## config.mk

```make
export PLATFORM = sky130hd
export DESIGN_NAME = addsub_accum
export DESIGN_NICKNAME = d
export VERILOG_FILES = /design/src/rtl/addsub_pkg.sv /design/src/rtl/addsub32.sv /design/src/rtl/addsub_accum.sv
export SDC_FILE = /design/constraint.sdc
export NUM_CORES = 1
export LEC_CHECK = 0
export ABC_AREA = 1
export BUFFER_PORTS_ARGS = -buffer_cell sky130_fd_sc_hd__buf_2
export CAP_MARGIN = 30
export CORE_ASPECT_RATIO = 0.9
export CORE_MARGIN = 2
export CORE_UTILIZATION = 58
export DETAILED_ROUTE_END_ITERATION = 16
export GPL_TIMING_DRIVEN = 0
export PLACE_DENSITY = 0.87
export SLEW_MARGIN = 20
export SYNTH_ARGS = -nofsm -noshare
export SYNTH_HDL_FRONTEND = slang
export SYNTH_SLANG_ARGS = --single-unit
```

## constraint.sdc

```tcl
create_clock -name clk -period 32.7 [get_ports clk]
set_input_delay 3.27 -clock clk [delete_from_list [all_inputs] [get_ports clk]]
set_output_delay 3.27 -clock clk [all_outputs]
set_load 0.05 [all_outputs]
```

## src/rtl/addsub_pkg.sv

```systemverilog
// Shared definitions for the add/sub accumulator: op encodings, NZCV bit positions, datapath width.
// Latency: n/a (package only).
// Backpressure: n/a (package only).
package addsub_pkg;

  localparam int WIDTH = 32;

  typedef enum logic [1:0] {
    OP_LOAD  = 2'b00,
    OP_ADD   = 2'b01,
    OP_SUB   = 2'b10,
    OP_CLEAR = 2'b11
  } op_e;

  // Bit positions inside the {N,Z,C,V} flag nibble
  localparam int FLAG_V = 0;
  localparam int FLAG_C = 1;
  localparam int FLAG_Z = 2;
  localparam int FLAG_N = 3;

  typedef enum logic {
    ST_EMPTY = 1'b0,
    ST_FULL  = 1'b1
  } state_e;

endpackage

```

## src/rtl/addsub32.sv

```systemverilog
// 32-bit ripple-carry adder/subtractor: ans = a + b (sub=0) or a - b (sub=1), with carry-out and signed overflow.
// Latency: purely combinational.
// Backpressure: none; no handshake at this level.
module addsub32 (
  input  logic [31:0] a_i,
  input  logic [31:0] b_i,
  input  logic        sub_i,
  output logic [31:0] ans_o,
  output logic        cout_o,
  output logic        v_o
);

  logic [31:0] b_eff;
  logic        carry;

  // Subtraction is a + ~b + 1: invert B and inject the +1 as carry-in
  assign b_eff = b_i ^ {32{sub_i}};

  // Bit-serial carry chain, LSB first
  always_comb begin
    ans_o = '0;
    carry = sub_i;
    for (int i = 0; i < 32; i++) begin
      ans_o[i] = a_i[i] ^ b_eff[i] ^ carry;
      carry    = (a_i[i] & b_eff[i]) | (carry & (a_i[i] ^ b_eff[i]));
    end
    cout_o = carry;
  end

  // Overflow when both effective operands share a sign that the result does not
  assign v_o = (a_i[31] == b_eff[31]) && (ans_o[31] != a_i[31]);

endmodule

```

## src/rtl/addsub_accum.sv

```systemverilog
// Accumulator stage: applies LOAD/ADD/SUB/CLEAR to a running ACC and registers result, NZCV and sticky overflow.
// Latency: 1 cycle from accept to out_valid; 1 op/cycle sustained with out_ready high.
// Backpressure: in_ready = !out_valid | out_ready; a held result stays stable. Optional ADDSUB_ACCUM_SAT_EN clamps on overflow.
module addsub_accum
  import addsub_pkg::*;
#(
  parameter int WIDTH = addsub_pkg::WIDTH
) (
  input  logic             clk,
  input  logic             rst,
  input  logic             in_valid,
  output logic             in_ready,
  input  logic [1:0]       in_op,
  input  logic [WIDTH-1:0] in_data,
  output logic             out_valid,
  input  logic             out_ready,
  output logic [WIDTH-1:0] out_acc,
  output logic [3:0]       out_flags,
  output logic             sticky_v,
  input  logic             clr_sticky
);

  state_e           state_q;
  logic             out_valid_q;
  logic [WIDTH-1:0] acc_q;
  logic [3:0]       flags_q;
  logic             sticky_q;

  logic             accept;
  op_e              op;
  logic             is_sub;
  logic [WIDTH-1:0] ans;
  logic             cout;
  logic             ovf;
  logic [WIDTH-1:0] res_d;
  logic [3:0]       flags_d;

  assign in_ready = !out_valid_q || out_ready;
  assign accept   = in_valid && in_ready;
  assign op       = op_e'(in_op);
  assign is_sub   = (op == OP_SUB);

  // ACC is always the A operand; the result register doubles as the accumulator
  addsub32 u_addsub (
    .a_i   (acc_q),
    .b_i   (in_data),
    .sub_i (is_sub),
    .ans_o (ans),
    .cout_o(cout),
    .v_o   (ovf)
  );

  // Select the op result and derive NZCV; N/Z always follow the value actually stored
  always_comb begin
    res_d   = '0;
    flags_d = '0;
    case (op)
      OP_LOAD: begin
        res_d = in_data;
      end
      OP_ADD, OP_SUB: begin
        res_d           = ans;
        flags_d[FLAG_C] = cout;
        flags_d[FLAG_V] = ovf;
      end
      default: begin
        res_d = '0;
      end
    endcase
`ifdef ADDSUB_ACCUM_SAT_EN
    // Clamp towards the sign of the running value; V still reports the overflow
    if (flags_d[FLAG_V]) begin
      res_d = acc_q[WIDTH-1] ? {1'b1, {(WIDTH-1){1'b0}}} : {1'b0, {(WIDTH-1){1'b1}}};
    end
`endif
    flags_d[FLAG_N] = res_d[WIDTH-1];
    flags_d[FLAG_Z] = (res_d == '0);
  end

  // EMPTY/FULL handshake FSM plus result, flag and sticky registers
  always_ff @(posedge clk) begin
    if (rst) begin
      state_q     <= ST_EMPTY;
      out_valid_q <= 1'b0;
      acc_q       <= '0;
      flags_q     <= '0;
      sticky_q    <= 1'b0;
    end else begin
      case (state_q)
        ST_EMPTY: begin
          if (accept) begin
            state_q     <= ST_FULL;
            out_valid_q <= 1'b1;
          end
        end
        ST_FULL: begin
          if (out_ready && !accept) begin
            state_q     <= ST_EMPTY;
            out_valid_q <= 1'b0;
          end
        end
        default: begin
          state_q     <= ST_EMPTY;
          out_valid_q <= 1'b0;
        end
      endcase

      // Operands are only looked at on accept, so idle X never reaches ACC
      if (accept) begin
        acc_q   <= res_d;
        flags_q <= flags_d;
      end

      // Clear has priority over a same-cycle overflow
      if (clr_sticky) begin
        sticky_q <= 1'b0;
      end else if (accept && flags_d[FLAG_V]) begin
        sticky_q <= 1'b1;
      end
    end
  end

  assign out_valid = out_valid_q;
  assign out_acc   = acc_q;
  assign out_flags = flags_q;
  assign sticky_v  = sticky_q;

endmodule

```

# After elaboration in Yosys (flattened, before gate mapping)
# Cells that the tools add are included.
[op_classes] n_eq_ne=6 n_reduce_logical=12 mux=8 n_bitwise=162
[ops] operator="1-bit AND" count=64
[ops] operator="32-bit case mux with 2 select lines" count=1
[ops] operator="1-bit XOR" count=64
[ops] operator="32-bit logical NOT" count=1
[ops] operator="1-bit bitwise OR" count=32
[ops] operator="32-bit XOR" count=1
[ops] operator="1-bit logical AND" count=4
[ops] operator="1-bit 2-to-1 mux" count=4
[ops] operator="1-bit case mux with 2 select lines" count=2
[ops] operator="2-bit OR reduction" count=2
[ops] operator="2-bit by 1-bit equality test with 1-bit output (second input constant)" count=1
[ops] operator="2-bit equality test (second input constant)" count=1
[ops] operator="1-bit logical NOT" count=2
[ops] operator="2-bit logical NOT" count=1
[ops] operator="2-bit 2-to-1 mux" count=1
[ops] operator="2-bit by 1-bit inequality test with 1-bit output (second input constant)" count=1
[ops] operator="2-bit inequality test (second input constant)" count=1
[ops] operator="2-bit AND reduction" count=1
[ops] operator="1-bit equality test" count=1
[ops] operator="1-bit logical OR" count=1
[ops] operator="1-bit inequality test" count=1
[ops] operator="1-bit NOT" count=1
[totals] regBits=39 in_bits=39 output_inout_bits=39 elab_cells=193

# Longest topological paths before layout
# Gate-level depths: netlist of run 1.
[logic_depth] word_depth=70 ltp_mapped=47 ltp_nobuf=46

# Hierarchy
# A second synthesis of run 1 with hierarchy kept.
[hier_totals] cells_unflattened=453 area_unflattened_um2=3219.3
[modules_own_cells] module="addsub_accum" area_per_inst_um2=1954.4 instances=1 seq_area_each_um2=760.7 cells_per_inst=307
[modules_own_cells] module="addsub32" area_per_inst_um2=1265.0 instances=1 seq_area_each_um2=0.0 cells_per_inst=146

# Least setup slack after synthesis of run 1
# No wires, ideal clock.
[synth_path] kind="input-to-reg" start="input port in_op[0]" end="register flags_q[2] (netlist: out_flags[2])" n_path_buf=1 arrival_ns=16.973 path_stages=47 required_ns=32.634 slack_ns=15.660 setup_time_ns=0.066 cell_sequence="inv_1 -> ha_1 -> clkbuf_1 -> inv_1 -> o21ai_0 -> fa_1 -> fa_1 -> fa_1 -> fa_1 -> fa_1 -> fa_1 -> fa_1 -> fa_1 -> fa_1 -> fa_1 -> fa_1 -> fa_1 -> fa_1 -> (+11 left out) -> fa_1 -> fa_1 -> fa_1 -> fa_1 -> inv_1 -> fa_1 -> fa_1 -> inv_1 -> fa_1 -> nand2_1 -> nand2_1 -> nand2_1 -> nand2_1 -> nor2_1 -> nand2_1 -> nor2_1 -> nand2_1 -> a21oi_2"
[synth_between] elab_chain_cells=68 word_cells_on_any_way=164 cone_classes="2 x eq/ne; 1 x mux; 158 x bitwise; 3 x reduce/logical"
[synth_lines] element="start: declaration" line_no="addsub_accum.sv:13" source="input logic [1:0] in_op,"
[synth_lines] element="2-bit equality test" line_no="addsub_accum.sv:41, addsub_accum.sv:57"
[synth_lines] element="32-bit XOR" line_no="addsub32.sv:17" source="assign b_eff = b_i ^ {32{sub_i}};"
[synth_lines] element="1-bit XOR" line_no="addsub32.sv:24, addsub32.sv:25"
[synth_lines] element="1-bit AND" line_no="addsub32.sv:25" source="carry = (a_i[i] & b_eff[i]) | (carry & (a_i[i] ^ b_eff[i]));"
[synth_lines] element="1-bit bitwise OR" line_no="addsub32.sv:25"
[synth_lines] element="1-bit AND" line_no="addsub32.sv:25"
[synth_lines] element="1-bit bitwise OR" line_no="addsub32.sv:25"
[synth_lines] element="1-bit AND" line_no="addsub32.sv:25"
[synth_lines] element="(+52 left out)"
[synth_lines] element="1-bit bitwise OR" line_no="addsub32.sv:25"
[synth_lines] element="1-bit AND" line_no="addsub32.sv:25"
[synth_lines] element="1-bit bitwise OR" line_no="addsub32.sv:25"
[synth_lines] element="1-bit AND" line_no="addsub32.sv:25"
[synth_lines] element="1-bit bitwise OR" line_no="addsub32.sv:25"
[synth_lines] element="1-bit XOR" line_no="addsub32.sv:24" source="ans_o[i] = a_i[i] ^ b_eff[i] ^ carry;"
[synth_lines] element="32-bit case mux with 2 select lines (*)" line_no="addsub_accum.sv:57" source="case (op)"
[synth_lines] element="32-bit logical NOT (*)" line_no="addsub_accum.sv:77" source="flags_d[FLAG_Z] = (res_d == '0);"
[synth_lines] element="end signal: assignment" line_no="addsub_accum.sv:111" source="flags_q <= flags_d;"
[synth_lines] element="end: declaration" line_no="addsub_accum.sv:26" source="logic [3:0] flags_q;"
# Every way passes the cells marked *; elsewhere a longest branch is shown, timed or not.
# A chain may end at the register's enable or synchronous reset.

# Worst setup path in the final report of run 1
# Same ends and word-level chain as after synthesis.

==> results of run 1 <==
-- cells in the final DEF (no fill, tap or decap), types with 10 or more instances in the layout --
cell	synthesis	routed
buf_2	12	89
inv_1	14	14
o21ai_0	35	35
dfxtp_1	38	38
nor2_1	15	15
nand2_1	138	138
nand2_2	10	10
fa_1	31	31
a21oi_1	36	36
xor2_1	29	29
-- stage by stage --
stage	power, mW	util	hold slack, ns
final	0.1613	0.7184	0.4484
after global routing	0.1728	0.7184	0.4779
after CTS	0.1608	0.7184	0.4522
after detailed placement	0.1299	0.7027	0.4462
after global placement	0.1268	0.7027	0.4337
after floorplan	0.1110	-	0.4137
-- worst min path at each step --
stage | cells past startpoint | to | slack [ns]
final | 1 | out_valid$_SDFFE_PP0P_ | 0.45
after global routing | 1 | out_valid$_SDFFE_PP0P_ | 0.48
after detailed placement | 2 | sticky_v$_SDFFE_PP0P_ | 0.45
after floorplan | 1 | out_valid$_SDFFE_PP0P_ | 0.41
after global placement | 1 | out_valid$_SDFFE_PP0P_ | 0.43
after CTS | 1 | out_valid$_SDFFE_PP0P_ | 0.45
-- flip-flops by register name (all words and copies together), names as in the netlist --
register / flops
out_acc: 32
out_flags: 3
out_valid: 1
sticky_v: 1
state_q: 1
-- power groups by stage --
stage / Combinational [mW] / Sequential [mW] / Clock [mW]
2_1_floorplan: 0.0417 / 0.0693 / 0
3_3_place_gp: 0.0711 / 0.0556 / 0
3_5_place_dp: 0.0741 / 0.0558 / 0
4_1_cts: 0.0746 / 0.0549 / 0.0313
5_1_grt: 0.0834 / 0.0556 / 0.0338
6_report: 0.0750 / 0.0548 / 0.0315
-- metal layers --
layer | global-route usage | part of all wire | vias to the layer above
met4 | 0.1111 | 0.024 | 0
met5 | 0 | 0 | -
met3 | 0.07305 | 0.085 | 25
met2 | 0.4774 | 0.47 | 156
li1 | - | - | 1384
met1 | 0.4094 | 0.42 | 1362
-- critical path, delay by kind of cell --
family | cells | cell delay [ns]
AOI/OAI and AO/OA | 2 | 0.21
buffers and inverters | 6 | 0.51
and+or+nand+nor | 8 | 0.64
adders and majority gates | 32 | 13.28
-- logic make-up (layout without fill, tap and decap cells) --
group                    Yosys count  after routing  synth area share
AO/OA/AOI/OAI                     76             76            0.1340
XOR/XNOR                          31             31           0.09199
buffers and inverters             40            124           0.06994
flip-flops                        38             38            0.2577
adder cells (fa/ha/maj)           35             35            0.2272
AND/OR/NAND/NOR                  165            165            0.2192
-- area by class of cell --
type                    instances  area, um^2
fillers                       407        1370
well taps                      65       81.33
clock buffers                   7       76.32
plain buffers                  25       150.1
flip-flops and latches         38       760.7
inverters                      15       56.30
repair buffers                 77       385.4
multi-input cells             307        1984
==> impl_metrics.toml, run 1 <==
[worst_setup_path]
cpMaxStageDelayCell = "fa_1"
arrival_ns = 17.91
r2r_end = "out_flags[2]$_SDFFE_PP0P_"
regToRegSetupSlack_ns = 18.13
cp-start-kind = "primary input"
worst_path_most_repeated_cell = "fa_1"
regToRegStartpoint = "out_acc[0]$_SDFFE_PP0P_"
cp-end-kind = "register"
max_stage_delay_ns = 0.48
required_ns = 32.93
crit_fanout = 5
crit_start = "in_op[0]"
r2r_cells = 44
crit_path_end = "out_flags[2]$_SDFFE_PP0P_"
critical_path_class = "primary input to register"

[detailed_routing]
drt_wl_total_mm = 8.038
drc = 0
num_vias = 2927
wl_per_cell_um = 15.05
viasPerCell = 5.481
ant_nets = 0
drt_iter0_drc = 277
drtPass1Iterations = 5

[synth]
synthTopCellsByArea = "dfxtp_1, fa_1, nand2_1"
yosysMostFrequentCell = "nand2_1"
yosysWarnings = 0
synthesis.nets = 459
synth.distinct_cells = 21
ys_top_cells_by_count = "nand2_1, dfxtp_1, a21oi_1, o21ai_0, fa_1"
synthesis.area_mm2 = 0.002952
ys.flop_type = "dfxtp_1"
yosysSeqAreaShare = 0.2577
synth_top_cell_by_area = "dfxtp_1"
async_reset_ff_frac = 0
avgSynthCellArea_um2 = 7.666
synth_edf_count = 0
syn_inst = 385
synth_top_area_share = 0.2577
synth-seq-cells = 38

[place]
dp.cells = 527
dp_hpwl_mm = 5.944
place_area_mm2 = 0.003418
globalplace.congestion = 0.9016
numPortBuffers = 77
dpl_worst_slack_ns = 14.76

[sta]
slew_violations = 0
finalHoldViolations = 0
tns_ns = 0
fmax_ghz = 0.05658
skew_ns = 0.004582
setup_ws_ns = 15.03
worst_slew_pin_slew_ns = 0.6425
finalCriticalPeriod_ns = 17.67
post-route-period-util = 0.5404
rsz0062_at_grt = "false"
setup_viol = 0
slew-limit-headroom = 0.5717

[power_and_ir_drop]
power_density_mw_per_mm2 = 46.17
seq_power_share = 0.340
leakage_nw = 1.845
swShare = 0.4377
p_sw_mw = 0.07061
vdd_drop_max_uv = 25.85
power_frac_clock = 0.195
p_int_mw = 0.09072
p_comb_frac = 0.465

[finish]
fin_cells = 534
fin_nets = 543
final_area_mm2 = 0.003495
area_delta_synth_final_pct = 18.40
n_antenna_cell = 0
drive_above_1_share = 0.2388

[floorplan]
rows = 24
start_util = 0.6067
dieArea_mm2 = 0.005676
die_h_um = 71.68
core-area_mm2 = 0.004865
io_pins = 78
die_w_um = 79.20

[global_routing]
grt.total_usage = 0.3027
grt-ovfl-total = 0
grt_antenna_before_repair = 0
grt_pass1_wl_mm = 13.24
grt_max_degree = 11
grt_pass1_vias = 2814

[cts]
postCtsSetupBuffers = 0
clk_latency_ns = 0.30
cts_sinks = 38
htree_num_levels = 2
clkTransAtPathRegs_ns = 0.07
root_buffer = "clkbuf_8"
hold_buffers = 0
numCtsBuffers = 5
cts_resized = 0
clk_path_buf_depth = 2
tritoncts = "yes"

[flow_run]
maxCapViolations = 0

[worst_hold_path]
hold_path.startpoint = "state_q$_SDFF_PP0_"
holdCritPathClass = "register to register"

[run_status]
outcome = "completed"
Note: power is estimated with default switching activity, not from simulation.
==> inputs of run 2 (changes only) <==
--- a/config.mk
+++ b/config.mk
@@ -10,10 +10,10 @@
 export CAP_MARGIN = 30
 export CORE_ASPECT_RATIO = 0.9
 export CORE_MARGIN = 2
-export CORE_UTILIZATION = 58
+export CORE_UTILIZATION = 54
 export DETAILED_ROUTE_END_ITERATION = 16
 export GPL_TIMING_DRIVEN = 0
-export PLACE_DENSITY = 0.87
+export PLACE_DENSITY = 0.81
 export SLEW_MARGIN = 20
 export SYNTH_ARGS = -nofsm -noshare
 export SYNTH_HDL_FRONTEND = slang
==> constraint.sdc (replaced) <==
create_clock -name clk -period 17.55 [get_ports clk]
set_input_delay 1.755 -clock clk [delete_from_list [all_inputs] [get_ports clk]]
set_output_delay 1.755 -clock clk [all_outputs]
set_load 0.05 [all_outputs]
==> impl_metrics.toml, run 2 (synthesis gave the netlist of run 1 again) <==
[cts]
postCtsSetupBuffers = 0
clk_path_buf_depth = 2
hold_buffers = 0
htree_num_levels = 2
cts_resized = 0
numCtsBuffers = 5
tritoncts = "yes"
clk_latency_ns = 0.30
root_buffer = "clkbuf_8"
cts_sinks = 38
clkTransAtPathRegs_ns = 0.07

[detailed_routing]
num_vias = 2909
drtPass1Iterations = 5
wl_per_cell_um = 15.19
viasPerCell = 5.427
drc = 0
ant_nets = 0
drt_iter0_drc = 214
drt_wl_total_mm = 8.140

[worst_setup_path]
crit_fanout = 5
arrival_ns = 16.39
critical_path_class = "primary input to register"
worst_path_most_repeated_cell = "fa_1"
required_ns = 17.79
cpMaxStageDelayCell = "fa_1"
cp-end-kind = "register"
cp-start-kind = "primary input"
max_stage_delay_ns = 0.47

[global_routing]
grt_antenna_before_repair = 0
grt_max_degree = 11
grt.total_usage = 0.2881
grt-ovfl-total = 0
grt_pass1_vias = 2803
grt_pass1_wl_mm = 13.06

[sta]
rsz0062_at_grt = "false"
post-route-period-util = 0.9206
skew_ns = 0.004105
tns_ns = 0
setup_viol = 0
setup_ws_ns = 1.393
slew-limit-headroom = 0.5948
slew_violations = 0
finalHoldViolations = 0
fmax_ghz = 0.06189
worst_slew_pin_slew_ns = 0.6078
timing.hold.ws_ns = 0.4547
finalCriticalPeriod_ns = 16.16

[finish]
area_delta_synth_final_pct = 18.48
most-common-layout-cells = "nand2_1, buf_2, dfxtp_1, a21oi_1, o21ai_0"
final_area_mm2 = 0.003497
largest_register_ffs = 32
final_core_util = 0.6655
fin_cells = 536
fin_nets = 543
mostFrequentLayoutCell = "nand2_1"
drive_above_1_share = 0.2388
n_antenna_cell = 0

[flow_run]
maxCapViolations = 0

[power_and_ir_drop]
leakage_nw = 1.845
vdd_drop_max_uv = 41.74
power_density_mw_per_mm2 = 86.10
total_power_mw = 0.3011

[place]
globalplace.congestion = 0.9131
dpl_worst_slack_ns = 1.064
place_area_mm2 = 0.003421
dp_hpwl_mm = 6.074
numPortBuffers = 77
dp.cells = 529

[floorplan]
die_w_um = 81.93
core-area_mm2 = 0.005255
dieArea_mm2 = 0.006074
rows = 25
die_h_um = 74.14
start_util = 0.5617
io_pins = 78

[run_status]
outcome = "completed"

[worst_hold_path]
holdCritPathClass = "register to register"
-- run 2: cell counts in the layout (fill, tap and decap cells not counted) --
Identical to the previous run, type by type.
-- run 2: final cells by class --
class                   count  area, um^2
well taps                  67       83.83
fillers                   477        1758
flip-flops and latches     38       760.7
clock buffers               7       76.32
plain buffers              25       150.1
repair buffers             77       385.4
inverters                  15       56.30
multi-input cells         307        1984
-- run 2: layer usage --
| metal | track usage | part of all wire | routed length [um] |
|---|---|---|---|
| met1 | 0.3865 | 0.42 | 3425 |
| met4 | 0.1093 | 0.020 | 163 |
| met2 | 0.4634 | 0.47 | 3857 |
| met3 | 0.05825 | 0.085 | 693 |
| met5 | 0 | 0 | 0 |
-- run 2: critical path, delay by kind of cell --
| family | cells | cell delay [ns] |
|---|---|---|
| adder cells (fa/ha/maj) | 32 | 13.28 |
| AND/OR/NAND/NOR | 8 | 0.62 |
| buffers and inverters | 6 | 0.50 |
| AO/OA/AOI/OAI | 2 | 0.21 |
-- run 2: final timing paths --
kind,start,to,slack (ns),depth (start not counted)
worst min register to register,sticky_v$_SDFFE_PP0P_,sticky_v$_SDFFE_PP0P_,0.45,2
worst max register to register,out_acc[0]$_SDFFE_PP0P_,out_flags[2]$_SDFFE_PP0P_,2.98,44
worst min-delay path,sticky_v$_SDFFE_PP0P_,sticky_v$_SDFFE_PP0P_,0.45,2
worst max-delay path,in_op[0],out_flags[2]$_SDFFE_PP0P_,1.39,48
-- run 2: report_power, final --
part	switching, mW	internal (mW)	total (mW)
Sequential	0.00805	0.0940	0.102
Clock	0.0316	0.0274	0.0590
Combinational	0.0923	0.0478	0.140
